## config.mk

```make
export PLATFORM = sky130hd
export DESIGN_NAME = fetch_buffered
export DESIGN_NICKNAME = d
export VERILOG_FILES = /design/src/rtl/fetch_pkg.sv /design/src/rtl/fetch_queue.sv /design/src/rtl/fetch_buffered.sv
export SDC_FILE = /design/constraint.sdc
export NUM_CORES = 1
export LEC_CHECK = 0
export ABC_AREA = 1
export CAP_MARGIN = 0
export CORE_ASPECT_RATIO = 0.5
export CORE_MARGIN = 1.5
export CORE_UTILIZATION = 55
export CTS_CLUSTER_SIZE = 8
export DETAILED_ROUTE_END_ITERATION = 16
export GPL_ROUTABILITY_DRIVEN = 0
export PLACE_DENSITY_LB_ADDON = 0.25
export SLEW_MARGIN = 20
export SYNTH_ARGS = -nofsm -noshare
export SYNTH_HDL_FRONTEND = slang
export SYNTH_SLANG_ARGS = --single-unit
```

## constraint.sdc

```tcl
create_clock -name clk -period 5.4 [get_ports clk]
set_input_delay 1.08 -clock clk [delete_from_list [all_inputs] [get_ports clk]]
set_output_delay 1.08 -clock clk [all_outputs]
set_load 0.05 [all_outputs]
```

## src/rtl/fetch_pkg.sv

```systemverilog
// Shared types and constants for the buffered fetch stage; FETCH_MISALIGN_EN adds a misalign bit per entry.
package fetch_pkg;

  typedef enum logic [1:0] {
    PCSRC_PLUS4  = 2'b00,
    PCSRC_TARGET = 2'b01,
    PCSRC_ALU    = 2'b10,
    PCSRC_RSVD   = 2'b11
  } pcsrc_e;

  localparam logic [31:0] NOP_INSTR  = 32'h0000_0013;
  localparam int          FETCH_XLEN = 32;

  typedef struct packed {
    logic [FETCH_XLEN-1:0] pc;
    logic [31:0]           instr;
`ifdef FETCH_MISALIGN_EN
    logic                  misalign;
`endif
  } fetch_entry_t;

  // Reserved encoding falls through to sequential fetch.
  function automatic logic is_redirect(input logic [1:0] sel);
    return (sel == PCSRC_TARGET) || (sel == PCSRC_ALU);
  endfunction

endpackage

```

## src/rtl/fetch_queue.sv

```systemverilog
// DEPTH-entry FIFO with flush; head visible same cycle as count!=0, push-to-head 1 cycle.
// No internal backpressure: the producer must never push into a full queue; flush beats push/pop.
module fetch_queue
  import fetch_pkg::*;
#(
  parameter int  DEPTH   = 4,
  parameter type entry_t = fetch_entry_t
) (
  input  logic                   clk,
  input  logic                   rst,
  input  logic                   flush,
  input  logic                   push_vld,
  input  entry_t                 push_dat,
  input  logic                   pop_vld,
  output entry_t                 head_dat,
  output logic [$clog2(DEPTH):0] count
);

  localparam int AW = $clog2(DEPTH);

  entry_t          mem [DEPTH];
  logic [AW-1:0]   wr_ptr;
  logic [AW-1:0]   rd_ptr;

  // Pointers wrap naturally because DEPTH is a power of two.
  always_ff @(posedge clk or negedge rst) begin
    if (!rst) begin
      wr_ptr <= '0;
      rd_ptr <= '0;
      count  <= '0;
    end else if (flush) begin
      wr_ptr <= '0;
      rd_ptr <= '0;
      count  <= '0;
    end else begin
      if (push_vld) wr_ptr <= wr_ptr + AW'(1);
      if (pop_vld)  rd_ptr <= rd_ptr + AW'(1);
      case ({push_vld, pop_vld})
        2'b10:   count <= count + (AW+1)'(1);
        2'b01:   count <= count - (AW+1)'(1);
        default: count <= count;
      endcase
    end
  end

  always_ff @(posedge clk) begin
    if (push_vld && !flush) mem[wr_ptr] <= push_dat;
  end

  assign head_dat = mem[rd_ptr];

endmodule

```

## src/rtl/fetch_buffered.sv

```systemverilog
// Fetch stage: PC, 1-cycle imem port, DEPTH-entry queue to decode; redirect-to-ValidF is 3 cycles.
// Decode stall fills the queue, then issue stops and PC holds. FETCH_MISALIGN_EN adds InstrMisalignF.
module fetch_buffered
  import fetch_pkg::*;
#(
  parameter int              XLEN     = 32,
  parameter int              DEPTH    = 4,
  parameter logic [XLEN-1:0] RESET_PC = '0
) (
  input  logic                   clk,
  input  logic                   rst,
  input  logic [1:0]             PCSrcE,
  input  logic [XLEN-1:0]        PCTargetE,
  input  logic [XLEN-1:0]        ALUResultE,
  output logic                   imem_req,
  output logic [XLEN-1:0]        imem_addr,
  input  logic [31:0]            imem_rdata,
  input  logic                   ReadyD,
  output logic                   ValidF,
  output logic [31:0]            InstrF,
  output logic [XLEN-1:0]        PCF,
  output logic [XLEN-1:0]        PCPlus4F,
  output logic [$clog2(DEPTH):0] QueueCountF
`ifdef FETCH_MISALIGN_EN
  ,
  output logic                   InstrMisalignF
`endif
);

  localparam int CW = $clog2(DEPTH) + 1;

  typedef struct packed {
    logic [XLEN-1:0] pc;
    logic [31:0]     instr;
`ifdef FETCH_MISALIGN_EN
    logic            misalign;
`endif
  } entry_t;

  logic [XLEN-1:0] pc_q;
  logic [XLEN-1:0] inflight_pc;
  logic            inflight;
  logic [XLEN-1:0] redirect_pc;
  logic [XLEN-1:0] next_pc;
  logic            redirect;
  logic            valid;
  logic            pop;
  logic            push;
  logic            issue;
  logic [CW:0]     occupancy;
  logic [CW-1:0]   count;
  entry_t          tail;
  entry_t          head;

  assign redirect = is_redirect(PCSrcE);
  assign valid    = (count != '0);
  assign pop      = valid && ReadyD && !redirect;
  assign push     = inflight && !redirect;

  // Slots already promised (queued plus in flight) after this cycle's pop.
  assign occupancy = {1'b0, count} + (CW+1)'(inflight) - (CW+1)'(pop);
  assign issue     = rst && !redirect && (occupancy < (CW+1)'(DEPTH));

  always_comb begin
    redirect_pc = PCTargetE;
    if (PCSrcE == PCSRC_ALU) redirect_pc = ALUResultE & ~XLEN'(1);
  end

`ifdef FETCH_MISALIGN_EN
  assign next_pc = redirect_pc;
`else
  assign next_pc = redirect_pc & ~XLEN'(3);
`endif

  assign imem_req  = issue;
  assign imem_addr = pc_q & ~XLEN'(3);

  always_ff @(posedge clk or negedge rst) begin
    if (!rst) begin
      pc_q        <= RESET_PC;
      inflight    <= 1'b0;
      inflight_pc <= '0;
    end else if (redirect) begin
      pc_q     <= next_pc;
      inflight <= 1'b0;
    end else begin
      inflight <= issue;
      if (issue) begin
        pc_q        <= pc_q + XLEN'(4);
        inflight_pc <= pc_q;
      end
    end
  end

  always_comb begin
    tail       = '0;
    tail.pc    = inflight_pc;
    tail.instr = imem_rdata;
`ifdef FETCH_MISALIGN_EN
    tail.misalign = |inflight_pc[1:0];
`endif
  end

  fetch_queue #(
    .DEPTH   (DEPTH),
    .entry_t (entry_t)
  ) u_queue (
    .clk      (clk),
    .rst      (rst),
    .flush    (redirect),
    .push_vld (push),
    .push_dat (tail),
    .pop_vld  (pop),
    .head_dat (head),
    .count    (count)
  );

  always_comb begin
    ValidF   = valid;
    InstrF   = NOP_INSTR;
    PCF      = '0;
    PCPlus4F = '0;
    if (valid) begin
      InstrF   = head.instr;
      PCF      = head.pc;
      PCPlus4F = head.pc + XLEN'(4);
    end
  end

`ifdef FETCH_MISALIGN_EN
  assign InstrMisalignF = valid && head.misalign;
`endif

  assign QueueCountF = count;

endmodule
```

## Word-level counts from Yosys, hierarchy flattened

Memory sizes are Yosys's and may differ from the RTL's.
Cells that the tools add are included.

| storage, ports and cells | value |
|---|---|
| register bits | 72 |
| bits in writable memories | 256 |
| input bits | 101 |
| output and inout port bits | 133 |
| logic and storage cells | 50 |
| memories | 1 |

Memories:

| memory | depth | bits a word | read ports | clocked after Yosys merged registers in | wr ports | line | text |
|---|---|---|---|---|---|---|---|
| u_queue.mem | 4 | 64 | 1 | 0 | 1 | fetch_queue.sv:21 | `entry_t mem [DEPTH];` |

| cells by class | value |
|---|---|
| add/subtract/negate cells | 8 |
| magnitude comparators | 1 |
| equality and inequality tests | 4 |
| multiplexer cells | 15 |
| bitwise operators | 1 |
| reduce and logical (&&, ||, !) cells | 14 |

Operators with widths:

| cell | number |
|---|---|
| $mux W32 | 6 |
| $add A32 B3 Y32 const B | 2 |
| $mux W2 | 4 |
| $logic_and A1 B1 Y1 | 6 |
| $pmux W3 S2 | 1 |
| $reduce_bool A2 Y1 | 3 |
| $reduce_bool A3 Y1 | 2 |
| $add A2 B1 Y2 const B | 2 |
| $add A3 B1 Y4 | 1 |
| $eq A2 B1 Y1 const B | 2 |
| $eq A2 B2 Y1 const B | 2 |
| $lt A4 B3 Y1 const B | 1 |
| $sub A4 B1 Y4 | 1 |
| $add A3 B1 Y3 const B | 1 |
| $mux W1 | 3 |
| $mux W3 | 1 |
| $sub A3 B1 Y3 const B | 1 |
| $reduce_and A2 Y1 | 1 |
| $logic_not A1 Y1 | 1 |
| $logic_or A1 B1 Y1 | 1 |
| $not A1 Y1 | 1 |

## Logic depth before layout (Yosys ltp)

| depth | value |
|---|---|
| depth after elaboration | 9 |
| gate-level depth with buffers | 17 |
| mapped depth without buffers | 15 |

## Hierarchy

Synthesis repeated with hierarchy kept, for this count alone.

| unflattened totals | value |
|---|---|
| cell total of the unflattened synthesis | 1573 |
| area, all modules | 15157.0 µm² |

By module, submodules not included:

| module | instances | cells an instance | area an instance (µm²) | sequential area each (µm²) |
|---|---|---|---|---|
| fetch_queue | 1 | 677 | 9933.3 | 7862.5 |
| fetch_buffered | 1 | 896 | 5223.8 | 1526.5 |

## Worst setup path before layout

Ideal clock, no wire load.

| timing path | value |
|---|---|
| path kind | input to register |
| from | input PCSrcE[0] |
| to | memory u_queue.mem[0][0] in the netlist's numbering, enable pin |
| setup time | 482 ps |
| arrival time | 4570 ps |
| data required time | 4918 ps |
| path slack | 347 ps |
| cell stages on the path | 6 |
| buffers on the path | 2 |
| path through | inv_1 -> ha_1 -> buf_2 -> clkbuf_1 -> nand2_1 -> nor2_1 |

| between the ends | value |
|---|---|
| word-level cells in the longest chain between the ends | 7 |
| elaborated cells on any way between the ends | 8 |
| those cells by class | eq/ne: 2; mux: 2; reduce/logical: 4 |

RTL lines:

| element | line | text |
|---|---|---|
| from (decl) | fetch_buffered.sv:12 | `input logic [1:0] PCSrcE,` |
| $eq A2 B1 Y1 / $eq A2 B2 Y1 (equally long branches) | fetch_pkg.sv:24 | `return (sel == PCSRC_TARGET) \|\| (sel == PCSRC_ALU);` |
| $logic_or A1 B1 Y1 * | fetch_pkg.sv:24 |  |
| $logic_not A1 Y1 * | fetch_queue.sv:47, fetch_buffered.sv:58 |  |
| $logic_and A1 B1 Y1 | fetch_buffered.sv:58 | `assign push = inflight && !redirect;` |
| $logic_and A1 B1 Y1 * | fetch_queue.sv:47 | `if (push_vld && !flush) mem[wr_ptr] <= push_dat;` |
| $mux W1 * | fetch_queue.sv:47 |  |
| $mux W1 (not written as such) * | fetch_queue.sv:47 |  |
| to (decl) | fetch_queue.sv:21 |  |

Every way passes the cells marked *; elsewhere a longest branch is shown, timed or not.

## Worst setup path in the final report

| timing path | value |
|---|---|
| from | register u_queue.rd_ptr[0] |
| to | output PCPlus4F[13] |

| between the ends | value |
|---|---|
| word-level cells in the longest chain between the ends | 3 |

RTL lines:

| element | line | text |
|---|---|---|
| from (decl) | fetch_queue.sv:23 | `logic [AW-1:0] rd_ptr;` |
| from (signal assigned) | fetch_queue.sv:37 | `if (pop_vld) rd_ptr <= rd_ptr + AW'(1);` |
| $mem_v2 Z4 W64 | -- |  |
| $add A32 B3 Y32 | fetch_buffered.sv:126 | `PCPlus4F = head.pc + XLEN'(4);` |
| $mux W32 | fetch_buffered.sv:123 | `if (valid) begin` |
| to (decl) | fetch_buffered.sv:22 | `output logic [XLEN-1:0] PCPlus4F,` |

No other way between the ends.

==> results by group <==
Clock tree
  • CTS max path bufs: 3
  • CTS clk-pin slew, worst paths: 0.05 ns
  • # Post-CTS Setup Buffers: 0
  • CTS tree: done
  • # H-tree levels: 2
  • CTS Sinks: 316
  • Clk_lat worst skew: 0.55 ns
  • CTS buffer count: 45
  • Hold-fix buffer count after cts: 0
  • PostCTS Resize Cnt: 0
  • CTS root buf: clkbuf_16

Power and ir drop
  • Worst IR drop on VDD: 0.3939 mV
  • Tot Pwr: 11.79 mW
  • Power Dens Cells: 613.1 nW/µm²
  • Leak: 7.667 nW

Placed design
  • PortBufs: 223
  • Hpwl dp: 24.94 mm

Drt
  • Iteration count of the initial detailed-routing pass: 6
  • Vias: 12.68k
  • DR iter-0 viols: 1,080
  • Final wirelength: 39.82 mm
  • Vias per cell: 5.429
  • # DRC: 0
  • DR WL/cell: 17.04 µm
  • Antenna viol nets, final: 0

Synthesis
  • Synth warn: 0
  • Mapped Area: 15,340 µm²
  • Synth top area share: 48.54%
  • Seq/Total Area, Yosys: 59.64%
  • Most area-consuming cells after synthesis: edfxtp_1 (49%), nand2_1 (12%), dfrtp_1 (11%)
  • Post-synth EDFFs: 248
  • Most common cell in the synthesized netlist: nand2_1
  • Cells after synthesis: 1,732
  • Main synth FF type: edfxtp_1
  • Commonest cells in the netlist: nand2_1 (477), nor2_1 (338), edfxtp_1 (248), o21ai_0 (155), nand3_1 (101)
  • Synth area leader: edfxtp_1
  • Asr flop ratio synth: 21.52%
  • Synth cell types: 36
  • Register bit total from synthesis: 316
  • Syn Area/Cell: 8.857 µm²

Critical path
  • Crit path max-delay cell type: clkdlybuf4s50_1
  • WP data required: 4.32 ns
  • Crit path kind: register to output pin
  • Crit-path max FO: 97
  • Setup crit end kind: output pin
  • Reg2reg end: pc_q[26]
  • Max stage delay on crit path: 0.84 ns
  • Setup crit start: u_queue.rd_ptr[0]
  • Startpoint types: register
  • Data arrival time of the worst path: 3.91 ns
  • CP endpoint: PCPlus4F[13]
  • R2r setup slk: 2.37 ns
  • Reg-to-reg startpoint: u_queue.count[0]
  • Reg2reg path depth: 16
  • Cell Chain, Critical Path: inv_6 > nand2_1 > nand2_1 > nand2_1 > nand2_1 > nand2_1 > nor2_1 > nand2_1 > nor2_1 > o21ai_0 > nor2_1 > clkdlybuf4s50_1
  • Critical path's most frequent cell: nand2_1

Die
  • Die extent in y: 121.1 µm
  • CORE AREA: 26,910 µm²
  • Die W: 239.2 µm
  • Total I/O pin count: 234
  • Die footprint: 28,960 µm²
  • Row count: 42
  • Initial Util: 57.02%

GRT
  • GRT Max-Usage Layer: met2
  • Global-route wire length before repair: 62.24 mm
  • GRT Util Overall: 27.82%
  • Largest net degree at the start of global routing: 133
  • M1 GR Usage: 36.39%
  • Initial antenna violation count: 0
  • Grt met2 use: 46.51%
  • Met3 Use GR: 6.142%
  • GR Overflow Total: 0
  • Number of global-route vias before repair: 12.15k

Timing
  • Slew Viols, Final: 0
  • RSZ-0062 raised after global routing: false
  • Post-layout min period: 4.987 ns
  • Slew HR: 38.49%
  • Final setup viols: 0
  • Skew final: 0.04006 ns
  • Max Freq: 0.2005 GHz
  • Fin. Hold Viols: 0
  • Worst Tran Pin Value: 0.9170 ns
  • Period utilization: 92.34%
  • Setup_tns: 0 ns

Outcome
  • Status: finished clean

Finish
  • Diodes inserted: 0
  • Final nets: 2,056
  • Fill count: 2,003
  • Layout overhead on the synthesized area: 25.39%
  • Share of cells above drive strength 1: 5.657%

Job
  • Max Cap Viol: 0

Worst hold path
  • Worst hold path class: register to register
cell type report:
class	count	area, µm²	share of cell area [%]
Clock buffer	63	1236	6.426
Inverter	101	384.1	1.997
Clock inverter	2	38.79	0.2016
Timing Repair Buffer	246	2545	13.23
Tap cell	374	467.9	2.433
Multi-Input combinational cell	1234	5410	28.13
Sequential cell	316	9154	47.59
stage by stage:
step	hold slack, ns	instance area [µm²]	cells	utilization, %	worst slack (ns)
5_1_grt	0.5309	19240	2336	71.49	0.2208
4_1_cts	0.5184	19240	2336	71.49	0.4849
3_5_place_dp	0.5058	17960	2271	66.76	1.015
6_report	0.5171	19240	2336	71.49	0.4135
3_3_place_gp	0.4939	17960	2271	66.76	0.9930
2_1_floorplan	0.4763	15360	1737	-	0.3472
report_power, final:
group	internal [mW]	leakage, nW	switching (mW)
Combinational	1.69	3.98	4.04
Sequential	3.07	3.07	0.385
Clock	1.61	0.617	0.999
layout by cell type (no fill, tap or decap), types with 9 or more instances in the layout:
cell type        instances
nand2_1                476
nor2_1                 334
edfxtp_1               248
clkdlybuf4s50_1        210
o21ai_0                155
nand3_1                101
inv_1                   95
a21oi_1                 70
dfrtp_1                 66
clkbuf_16               47
buf_4                   21
nor3_1                  17
clkbuf_1                16
buf_12                  14
xor2_1                  10
nor2_2                  10
ha_1                    10
a31oi_1                  9
critical path: cells and delay by family (launching register included):
family | cells | cell delay (ns)
and+or+nand+nor | 9 | 1.35
buffers and inverters | 2 | 1.33
DFF | 1 | 0.51
AOI/OAI and AO/OA | 1 | 0.12
worst min-delay path by stage:
stage | startpoint | end | slack, ns | cells after the start
after floorplan | inflight_pc[2] | u_queue.mem[0][34] | 0.48 | 0
after global placement | inflight_pc[10] | u_queue.mem[1][42] | 0.49 | 0
after detailed placement | inflight_pc[20] | u_queue.mem[2][52] | 0.51 | 0
after CTS | inflight_pc[20] | u_queue.mem[2][52] | 0.52 | 0
after global routing | inflight_pc[10] | u_queue.mem[3][42] | 0.53 | 0
final | inflight_pc[20] | u_queue.mem[3][52] | 0.52 | 0
cells by family (layout without fill, tap and decap cells):
kind of cell / count (synthesis) / after routing / share of synthesized area (%)
fa+ha+maj: 11 / 11 / 0.9461
xor+xnor: 10 / 10 / 0.5709
buf+inv: 187 / 412 / 5.464
compound gates: 250 / 250 / 8.523
simple gates: 957 / 957 / 24.83
other cells: 1 / 6 / 0.02444
flops: 316 / 316 / 59.64
per-layer routing:
layer  part of all wire (%)  vias to the layer above
met1                     41                     5875
met3                    8.5                       84
met2                     48                      562
li1                       -                     6161
met5                      0                        -
met4                    2.3                        0
registers in the layout, indices dropped and copies added, names as in the netlist:
signal,cells
inflight,1
inflight_pc,30
pc_q,30
u_queue.count,3
u_queue.mem,248
u_queue.rd_ptr,2
u_queue.wr_ptr,2
(Power assumes the default switching activity.)
